### src/rtl/fetch_pkg.sv
`default_nettype none
// ============================================================================
// Module      : fetch_pkg
// Description : Shared types and default constants for the instruction fetch
//               stage: FSM state encoding, default widths / reset PC and the
//               queue entry layout {pc, instr}.
// Revision    : 1.0 - initial release
// ============================================================================
package fetch_pkg;

    localparam int         C_ADDR_W   = 8;
    localparam int         C_INSTR_W  = 16;
    localparam logic [7:0] C_RESET_PC = 8'h00;

    typedef enum logic [1:0] {
        RST_HOLD = 2'd0,
        ISSUE    = 2'd1,
        WAIT_RSP = 2'd2
    } fetch_state_e;

    typedef struct packed {
        logic [C_ADDR_W-1:0]  pc;
        logic [C_INSTR_W-1:0] instr;
    } fetch_entry_t;

endpackage
`default_nettype wire

### src/rtl/fetch_unit_if.sv
`default_nettype none
// ============================================================================
// Module      : fetch_unit_if
// Description : Bundles every non-clock/reset signal of the fetch stage.
//               master : the fetch unit (drives pc_next, imem request, out_*)
//               slave  : the surroundings (PC register, imem, execute, decode)
//               Signals: pc_in/pc_next, imem_req_{valid,addr,ready},
//               imem_rsp_{valid,data}, redirect_{valid,target},
//               out_{valid,pc,instr,ready}.
// Revision    : 1.0 - initial release
// ============================================================================
interface fetch_unit_if
    import fetch_pkg::*;
#(
    parameter int ADDR_W  = C_ADDR_W,
    parameter int INSTR_W = C_INSTR_W
) ();

    logic [ADDR_W-1:0]  pc_in;
    logic [ADDR_W-1:0]  pc_next;

    logic               imem_req_valid;
    logic [ADDR_W-1:0]  imem_req_addr;
    logic               imem_req_ready;
    logic               imem_rsp_valid;
    logic [INSTR_W-1:0] imem_rsp_data;

    logic               redirect_valid;
    logic [ADDR_W-1:0]  redirect_target;

    logic               out_valid;
    logic [ADDR_W-1:0]  out_pc;
    logic [INSTR_W-1:0] out_instr;
    logic               out_ready;

    modport master (
        input  pc_in,
        output pc_next,
        output imem_req_valid,
        output imem_req_addr,
        input  imem_req_ready,
        input  imem_rsp_valid,
        input  imem_rsp_data,
        input  redirect_valid,
        input  redirect_target,
        output out_valid,
        output out_pc,
        output out_instr,
        input  out_ready
    );

    modport slave (
        output pc_in,
        input  pc_next,
        input  imem_req_valid,
        input  imem_req_addr,
        output imem_req_ready,
        output imem_rsp_valid,
        output imem_rsp_data,
        output redirect_valid,
        output redirect_target,
        input  out_valid,
        input  out_pc,
        input  out_instr,
        output out_ready
    );

endinterface
`default_nettype wire

### src/rtl/fetch_queue2.sv
`default_nettype none
// ============================================================================
// Module      : fetch_queue2
// Description : 2-entry first-word-fall-through queue with synchronous clear.
//               Ports: clk, rst (async, active-high), clr, push/push_data,
//               pop, head (entry at the front), count (0..2), valid.
//               Entry 0 is always the head; a pop shifts entry 1 forward.
//               The head register is left untouched when the queue drains,
//               so the head output holds its last value while empty.
// Revision    : 1.0 - initial release
// ============================================================================
module fetch_queue2
    import fetch_pkg::*;
#(
    parameter type ENTRY_T = fetch_entry_t
) (
    input  wire logic   clk,
    input  wire logic   rst,
    input  wire logic   clr,
    input  wire logic   push,
    input  wire ENTRY_T push_data,
    input  wire logic   pop,
    output ENTRY_T      head,
    output logic [1:0]  count,
    output logic        valid
);

    ENTRY_T     r_ent0;
    ENTRY_T     r_ent1;
    logic [1:0] r_count;
    logic       w_pop;
    logic       w_push;

    // A pop on an empty queue, or a push into a full queue that is not
    // popping at the same time, is ignored.
    assign w_pop  = pop & (r_count != 2'd0);
    assign w_push = push & ((r_count != 2'd2) | w_pop);

    always_ff @(posedge clk or posedge rst) begin
        if (rst) begin
            r_ent0  <= '0;
            r_ent1  <= '0;
            r_count <= 2'd0;
        end else if (clr) begin
            // Clear wins over any same-cycle push or pop.
            r_count <= 2'd0;
        end else begin
            case ({w_push, w_pop})
                2'b10: begin
                    if (r_count == 2'd0) begin
                        r_ent0 <= push_data;
                    end else begin
                        r_ent1 <= push_data;
                    end
                    r_count <= r_count + 2'd1;
                end
                2'b01: begin
                    if (r_count == 2'd2) begin
                        r_ent0 <= r_ent1;
                    end
                    r_count <= r_count - 2'd1;
                end
                2'b11: begin
                    if (r_count == 2'd2) begin
                        r_ent0 <= r_ent1;
                        r_ent1 <= push_data;
                    end else begin
                        r_ent0 <= push_data;
                    end
                end
                default: begin
                end
            endcase
        end
    end

    assign head  = r_ent0;
    assign count = r_count;
    assign valid = (r_count != 2'd0);

endmodule
`default_nettype wire

### src/rtl/fetch_unit.sv
`default_nettype none
// ============================================================================
// Module      : fetch_unit
// Description : Instruction fetch stage between the PC register and decode.
//               Computes pc_next every cycle, issues one imem read at a time,
//               buffers responses in a 2-entry queue toward decode and
//               handles redirects from execute (dropping a stale in-flight
//               response when needed).
//               Ports: clk, rst (async, active-high), bus (fetch_unit_if
//               master modport).
// Revision    : 1.0 - initial release
// ============================================================================
module fetch_unit
    import fetch_pkg::*;
#(
    parameter int                ADDR_W   = C_ADDR_W,
    parameter int                INSTR_W  = C_INSTR_W,
    parameter logic [ADDR_W-1:0] RESET_PC = ADDR_W'(C_RESET_PC)
) (
    input  wire logic    clk,
    input  wire logic    rst,
    fetch_unit_if.master bus
);

    typedef struct packed {
        logic [ADDR_W-1:0]  pc;
        logic [INSTR_W-1:0] instr;
    } entry_t;

    fetch_state_e      r_state;
    logic [ADDR_W-1:0] r_req_pc;
    logic              r_drop;

    logic              w_redirect;
    logic              w_req_valid;
    logic              w_hs;
    logic              w_push;
    logic              w_pop;
    logic [ADDR_W-1:0] w_pc_next;
    entry_t            w_push_data;
    entry_t            w_head;
    logic [1:0]        w_count;
    logic              w_q_valid;

    // Redirects are meaningless while the PC is still being forced to reset.
    assign w_redirect = bus.redirect_valid & (r_state != RST_HOLD);

    // Registered occupancy gates the request, so decode's out_ready has no
    // combinational path to the memory request. Requesting only with a free
    // slot reserves room for the response before it comes back.
    assign w_req_valid = (r_state == ISSUE) & (w_count != 2'd2) & ~bus.redirect_valid;
    assign w_hs        = w_req_valid & bus.imem_req_ready;

    assign w_push             = (r_state == WAIT_RSP) & bus.imem_rsp_valid & ~r_drop;
    assign w_push_data.pc     = r_req_pc;
    assign w_push_data.instr  = bus.imem_rsp_data;
    assign w_pop              = w_q_valid & bus.out_ready;

    always_comb begin
        w_pc_next = bus.pc_in;
        if (r_state == RST_HOLD) begin
            w_pc_next = RESET_PC;
        end else if (bus.redirect_valid) begin
            w_pc_next = bus.redirect_target;
        end else if (w_hs) begin
            w_pc_next = bus.pc_in + ADDR_W'(1);
        end
    end

    always_ff @(posedge clk or posedge rst) begin
        if (rst) begin
            r_state  <= RST_HOLD;
            r_req_pc <= '0;
            r_drop   <= 1'b0;
        end else begin
            case (r_state)
                RST_HOLD: begin
                    r_state <= ISSUE;
                end
                ISSUE: begin
                    if (w_hs) begin
                        r_req_pc <= bus.pc_in;
                        r_state  <= WAIT_RSP;
                    end
                end
                WAIT_RSP: begin
                    // Any response retires the outstanding request: it is
                    // either pushed, or it is the stale one that drop marks.
                    // A same-cycle redirect voids the push through the clear.
                    if (bus.imem_rsp_valid) begin
                        r_drop  <= 1'b0;
                        r_state <= ISSUE;
                    end else if (w_redirect) begin
                        r_drop <= 1'b1;
                    end
                end
                default: begin
                    r_state <= RST_HOLD;
                end
            endcase
        end
    end

    fetch_queue2 #(
        .ENTRY_T (entry_t)
    ) u_queue (
        .clk       (clk),
        .rst       (rst),
        .clr       (w_redirect),
        .push      (w_push),
        .push_data (w_push_data),
        .pop       (w_pop),
        .head      (w_head),
        .count     (w_count),
        .valid     (w_q_valid)
    );

    assign bus.pc_next        = w_pc_next;
    assign bus.imem_req_valid = w_req_valid;
    assign bus.imem_req_addr  = bus.pc_in;
    assign bus.out_valid      = w_q_valid;
    assign bus.out_pc         = w_head.pc;
    assign bus.out_instr      = w_head.instr;

endmodule
`default_nettype wire

### src/flat_wrapper.sv
// flat-port wrapper written by rule: the top's interface ports become plain ports
module fetch_unit_flat import fetch_pkg::*;
#(
    parameter int                ADDR_W   = C_ADDR_W,
    parameter int                INSTR_W  = C_INSTR_W,
    parameter logic [ADDR_W-1:0] RESET_PC = ADDR_W'(C_RESET_PC)
)
  (clk, rst, bus_pc_in, bus_pc_next, bus_imem_req_valid, bus_imem_req_addr, bus_imem_req_ready, bus_imem_rsp_valid, bus_imem_rsp_data, bus_redirect_valid, bus_redirect_target, bus_out_valid, bus_out_pc, bus_out_instr, bus_out_ready);
  fetch_unit_if #(.ADDR_W(ADDR_W), .INSTR_W(INSTR_W)) bus_i ();
  input  wire logic clk;
  input  wire logic rst;
  input wire logic [$bits(bus_i.pc_in)-1:0] bus_pc_in;
  output wire logic [$bits(bus_i.pc_next)-1:0] bus_pc_next;
  output wire logic [$bits(bus_i.imem_req_valid)-1:0] bus_imem_req_valid;
  output wire logic [$bits(bus_i.imem_req_addr)-1:0] bus_imem_req_addr;
  input wire logic [$bits(bus_i.imem_req_ready)-1:0] bus_imem_req_ready;
  input wire logic [$bits(bus_i.imem_rsp_valid)-1:0] bus_imem_rsp_valid;
  input wire logic [$bits(bus_i.imem_rsp_data)-1:0] bus_imem_rsp_data;
  input wire logic [$bits(bus_i.redirect_valid)-1:0] bus_redirect_valid;
  input wire logic [$bits(bus_i.redirect_target)-1:0] bus_redirect_target;
  output wire logic [$bits(bus_i.out_valid)-1:0] bus_out_valid;
  output wire logic [$bits(bus_i.out_pc)-1:0] bus_out_pc;
  output wire logic [$bits(bus_i.out_instr)-1:0] bus_out_instr;
  input wire logic [$bits(bus_i.out_ready)-1:0] bus_out_ready;
  assign bus_i.pc_in = bus_pc_in;
  assign bus_pc_next = bus_i.pc_next;
  assign bus_imem_req_valid = bus_i.imem_req_valid;
  assign bus_imem_req_addr = bus_i.imem_req_addr;
  assign bus_i.imem_req_ready = bus_imem_req_ready;
  assign bus_i.imem_rsp_valid = bus_imem_rsp_valid;
  assign bus_i.imem_rsp_data = bus_imem_rsp_data;
  assign bus_i.redirect_valid = bus_redirect_valid;
  assign bus_i.redirect_target = bus_redirect_target;
  assign bus_out_valid = bus_i.out_valid;
  assign bus_out_pc = bus_i.out_pc;
  assign bus_out_instr = bus_i.out_instr;
  assign bus_i.out_ready = bus_out_ready;
  fetch_unit #(.ADDR_W(ADDR_W), .INSTR_W(INSTR_W), .RESET_PC(RESET_PC)) u_core (.clk(clk), .rst(rst), .bus(bus_i));
endmodule
### config.mk
export PLATFORM = sky130hd
export DESIGN_NAME = fetch_unit_flat
export DESIGN_NICKNAME = d
export VERILOG_FILES = /design/src/rtl/fetch_pkg.sv /design/src/rtl/fetch_unit_if.sv /design/src/rtl/fetch_queue2.sv /design/src/rtl/fetch_unit.sv /design/src/flat_wrapper.sv
export SDC_FILE = /design/constraint.sdc
export NUM_CORES = 1
export LEC_CHECK = 0
export BUFFER_PORTS_ARGS = -buffer_cell sky130_fd_sc_hd__buf_2
export CAP_MARGIN = 20
export CORE_ASPECT_RATIO = 2
export CORE_UTILIZATION = 30
export DETAILED_ROUTE_END_ITERATION = 6
export SYNTH_ARGS = -nofsm -noshare
export SYNTH_HDL_FRONTEND = slang
export SYNTH_HIERARCHICAL = 1
export SYNTH_SLANG_ARGS = --single-unit
### constraint.sdc
create_clock -name clk -period 6.7 [get_ports clk]
set_clock_uncertainty 0.15 [all_clocks]
set_input_delay 0.335 -clock clk [delete_from_list [all_inputs] [get_ports clk]]
set_output_delay 0.335 -clock clk [all_outputs]
set_load 0.01 [all_outputs]
==> results.sh <==
export IMPL_outcome="finished clean"
export IMPL_path_clk_slew_ns=0.05
export IMPL_first_iter_violations=31
export IMPL_grt_max_degree=51
export IMPL_yosys_top_cells_area="dfrtp_1, mux2_2, mux2_1"
export IMPL_synthArstFlopShare_pct=100
export IMPL_ys_ff_latch=61
export IMPL_yosysWarnings=6
export IMPL_design_core_area_sq_um=10100
export IMPL_synth_area_sq_um=3110
export IMPL_dp_final_hpwl_microns=4970
export IMPL_syn_avg_cell_area_sq_um=12.9
export IMPL_pwr_share_comb_pct=23.6
export IMPL_synth_top_area_share_pct=49.1
export IMPL_min_period_ns=2.99
export IMPL_p_int_mw=0.984
export IMPL_rsz0062_at_grt="no"
export IMPL_ir_drop_uv=170
export IMPL_cp_data_arrival_time_ns=3.04
export IMPL_crit_start="u_core/r_state[0]"
export IMPL_routabilityCongestion=0.782
export IMPL_layout_setup_ws_ns=3.71
export IMPL_p_clk_share_pct=36.6
export IMPL_crit_path_start_kind="flop"
export IMPL_crit_path_max_fanout=24
export IMPL_dr_pass1_iters=4
export IMPL_final_hold_viol_count=0
export IMPL_grt_pass1_vias=2127
export IMPL_syn_inst=241
export IMPL_dieArea_sq_um=10800
export IMPL_area_growth_pct=26.4
export IMPL_hp_class="input port to flop"
export IMPL_synth_edff_count=0
export IMPL_crit_required_ns=6.76
export IMPL_htreeDepth=3
export IMPL_layout_common_cells="buf_2, mux2_2, dfrtp_1"
export IMPL_synthXorXnorAreaFrac_pct=1.41
export IMPL_cp_common_cell="nand2b_1"
export IMPL_critPathKind="flop to flop"
export IMPL_register_area_sq_um=1530
export IMPL_yosys_area_share_simple_pct=9.94
export IMPL_worst_pin_slew_ns=0.805
export IMPL_hold_path_end="u_core/r_drop"
export IMPL_grt_total_usage_pct=13.5
export IMPL_drv_cap=0
export IMPL_drc=0
export IMPL_post_cts_buffers=0
export IMPL_die_h_microns=146
export IMPL_ys_seq_area_share_pct=49.1
export IMPL_r2r_end="u_core/u_queue/head[12]"
export IMPL_ys_flop_type="dfrtp_1"
export IMPL_cts_sinks=61
export IMPL_cts_buffers=9
export IMPL_critical_path_cell_chain="nand2b_1 > nor3b_1 > nand2b_1 > a21o_1 > a21oi_4 > mux2_2"
export IMPL_ys_types=42
export IMPL_boundaryPins=80
export IMPL_cts_root_buf="clkbuf_16"
export IMPL_crit_path_top_delay_cell="a21oi_4"
export IMPL_numPortBuffers=79
export IMPL_start_util_pct=30.8
export IMPL_drtAntennaViolNets=0
export IMPL_powerDensity_nw_per_um2=344
export IMPL_r2r_start="u_core/r_state[0]"
export IMPL_r2r_cells=6
export IMPL_slew_headroom_pct=46.2
export IMPL_cts_resized=0
export IMPL_fin_crit_sh_pct=44.6
export IMPL_overflow=0
export IMPL_setup_viol=0
export IMPL_synth_top_area_cell="dfrtp_1"
export IMPL_final_layout_size_suffix_gt1_share_pct=55.9
export IMPL_finalMaxSlewViolations=0
export IMPL_num_vias=2151
export IMPL_tns_ns=0
export IMPL_routed_wirelength_microns=6690
export IMPL_final_common_cell="buf_2"
export IMPL_netSwitchingFraction_pct=27.2
export IMPL_nets=356
export IMPL_synth_fp_nets=280
export IMPL_clk_latency_ns=0.32
export IMPL_grt_pass1_wl_microns=10700
export IMPL_antenna_cells=0
export IMPL_tritoncts="done"
export IMPL_whs_path_depth=2
export IMPL_wl_per_cell_microns=14.6
export IMPL_worstSetupEndpointType="flop"
export IMPL_rrSetupSlack_ns=3.71
export IMPL_rows=52
export IMPL_fmax_mhz=335
export IMPL_cpPeakStageDelay_ns=0.65
export IMPL_synthAdderAreaFrac_pct=0.403
export IMPL_viasPerCell=4.71
export IMPL_antenna_found_initial=0
export IMPL_nFillCells=1001
export IMPL_hp_start="bus_imem_rsp_valid"
export IMPL_synth_compound_area_share_pct=5.15
export IMPL_clockBufferDepth=2
export IMPL_dpl_worst_slack_ns=3.68
export IMPL_multi_input_area_sq_um=1460
export IMPL_p_seq_share_pct=39.7
export IMPL_fp_dieW_microns=74.0
export IMPL_synth_top_family_by_area="multiplexers"
export IMPL_p_leak_nw=1.87
export IMPL_synthMuxAreaShare_pct=29.7
export IMPL_switching_power_mw=0.368
-- sequential cells by signal, summed over array words and instances, names as in the netlist --
signal                 flops
u_core/r_state             2
u_core/u_queue/count       2
u_core/u_queue/r_ent1     24
u_core/r_drop              1
u_core/u_queue/head       24
u_core/r_req_pc            8
-- per-layer routing --
metal	GRT usage (%)	share of wire, %
met2	24.1	56
met3	3.39	3.8
met1	13.8	37
met4	7.21	3.0
met5	0	0
-- per-stage QoR --
stage                     hold slack [ns]  power, mW  std cells  util, %  cell area, sq um
after floorplan                    0.0374      0.725        241        -              3110
after global placement              0.228      0.857        439     35.4              3570
after detailed placement            0.229      0.869        439     35.4              3570
after CTS                          0.0576       1.38        456     38.8              3910
after global routing               0.0877       1.43        457     39.0              3930
final                              0.0669       1.35        457     39.0              3930
-- kinds of logic (layout without fill, tap and decap cells) --
group / after synthesis / in the layout
AO/OA/AOI/OAI: 28 / 28
XOR/XNOR: 5 / 5
adder cells (fa/ha/maj): 1 / 1
buffers and inverters: 21 / 102
flip-flops: 61 / 61
multiplexers: 82 / 82
AND/OR/NAND/NOR: 43 / 43
-- synthesized netlist by cell type (all sizes together), types with 3 or more instances --
library cell,instances
mux2,81
nand2,8
a21oi,11
nand2b,4
inv,3
dfrtp,61
nor3,5
o21ai,13
nor2b,5
xnor2,4
buf,16
-- power by group through the flow --
stage / clock [mW] / combinational, mW / sequential [mW]
2_1_floorplan: 0 / 0.170 / 0.555
3_3_place_gp: 0 / 0.314 / 0.543
3_5_place_dp: 0 / 0.323 / 0.545
4_1_cts: 0.510 / 0.325 / 0.541
5_1_grt: 0.526 / 0.350 / 0.552
6_report: 0.496 / 0.320 / 0.537
-- critical path, delay by kind of cell (launching register included) --
family,cells,cell delay [ns]
muxes,1,0.42
DFF,1,0.46
and+or+nand+nor,3,0.95
AOI/OAI and AO/OA,2,0.88
-- worst max-delay path by stage --
stage	endpoint	slack [ns]	cells after the start
2_1_floorplan	u_core/u_queue/head[0]	4.11	7
3_3_place_gp	u_core/u_queue/head[10]	3.77	6
3_5_place_dp	u_core/u_queue/head[12]	3.68	6
4_1_cts	u_core/u_queue/head[12]	3.68	6
5_1_grt	u_core/u_queue/head[15]	3.47	6
6_report	u_core/u_queue/head[12]	3.71	6
-- area by class of cell --
type	count	share of cell area, %
sequential	61	38.9
multi-input combinational	159	37.0
timing repair buffer	83	11.2
clock buffer	12	6.53
tap	135	4.30
clock inverter	4	1.78
inverter	3	0.287
-- repair_timing --
action,4_1_cts,5_1_grt
hold endpoints to repair,11,0
endpoints found under the setup margin,0,0
hold buffers,1,0
Note: power is estimated with default switching activity, not from simulation.
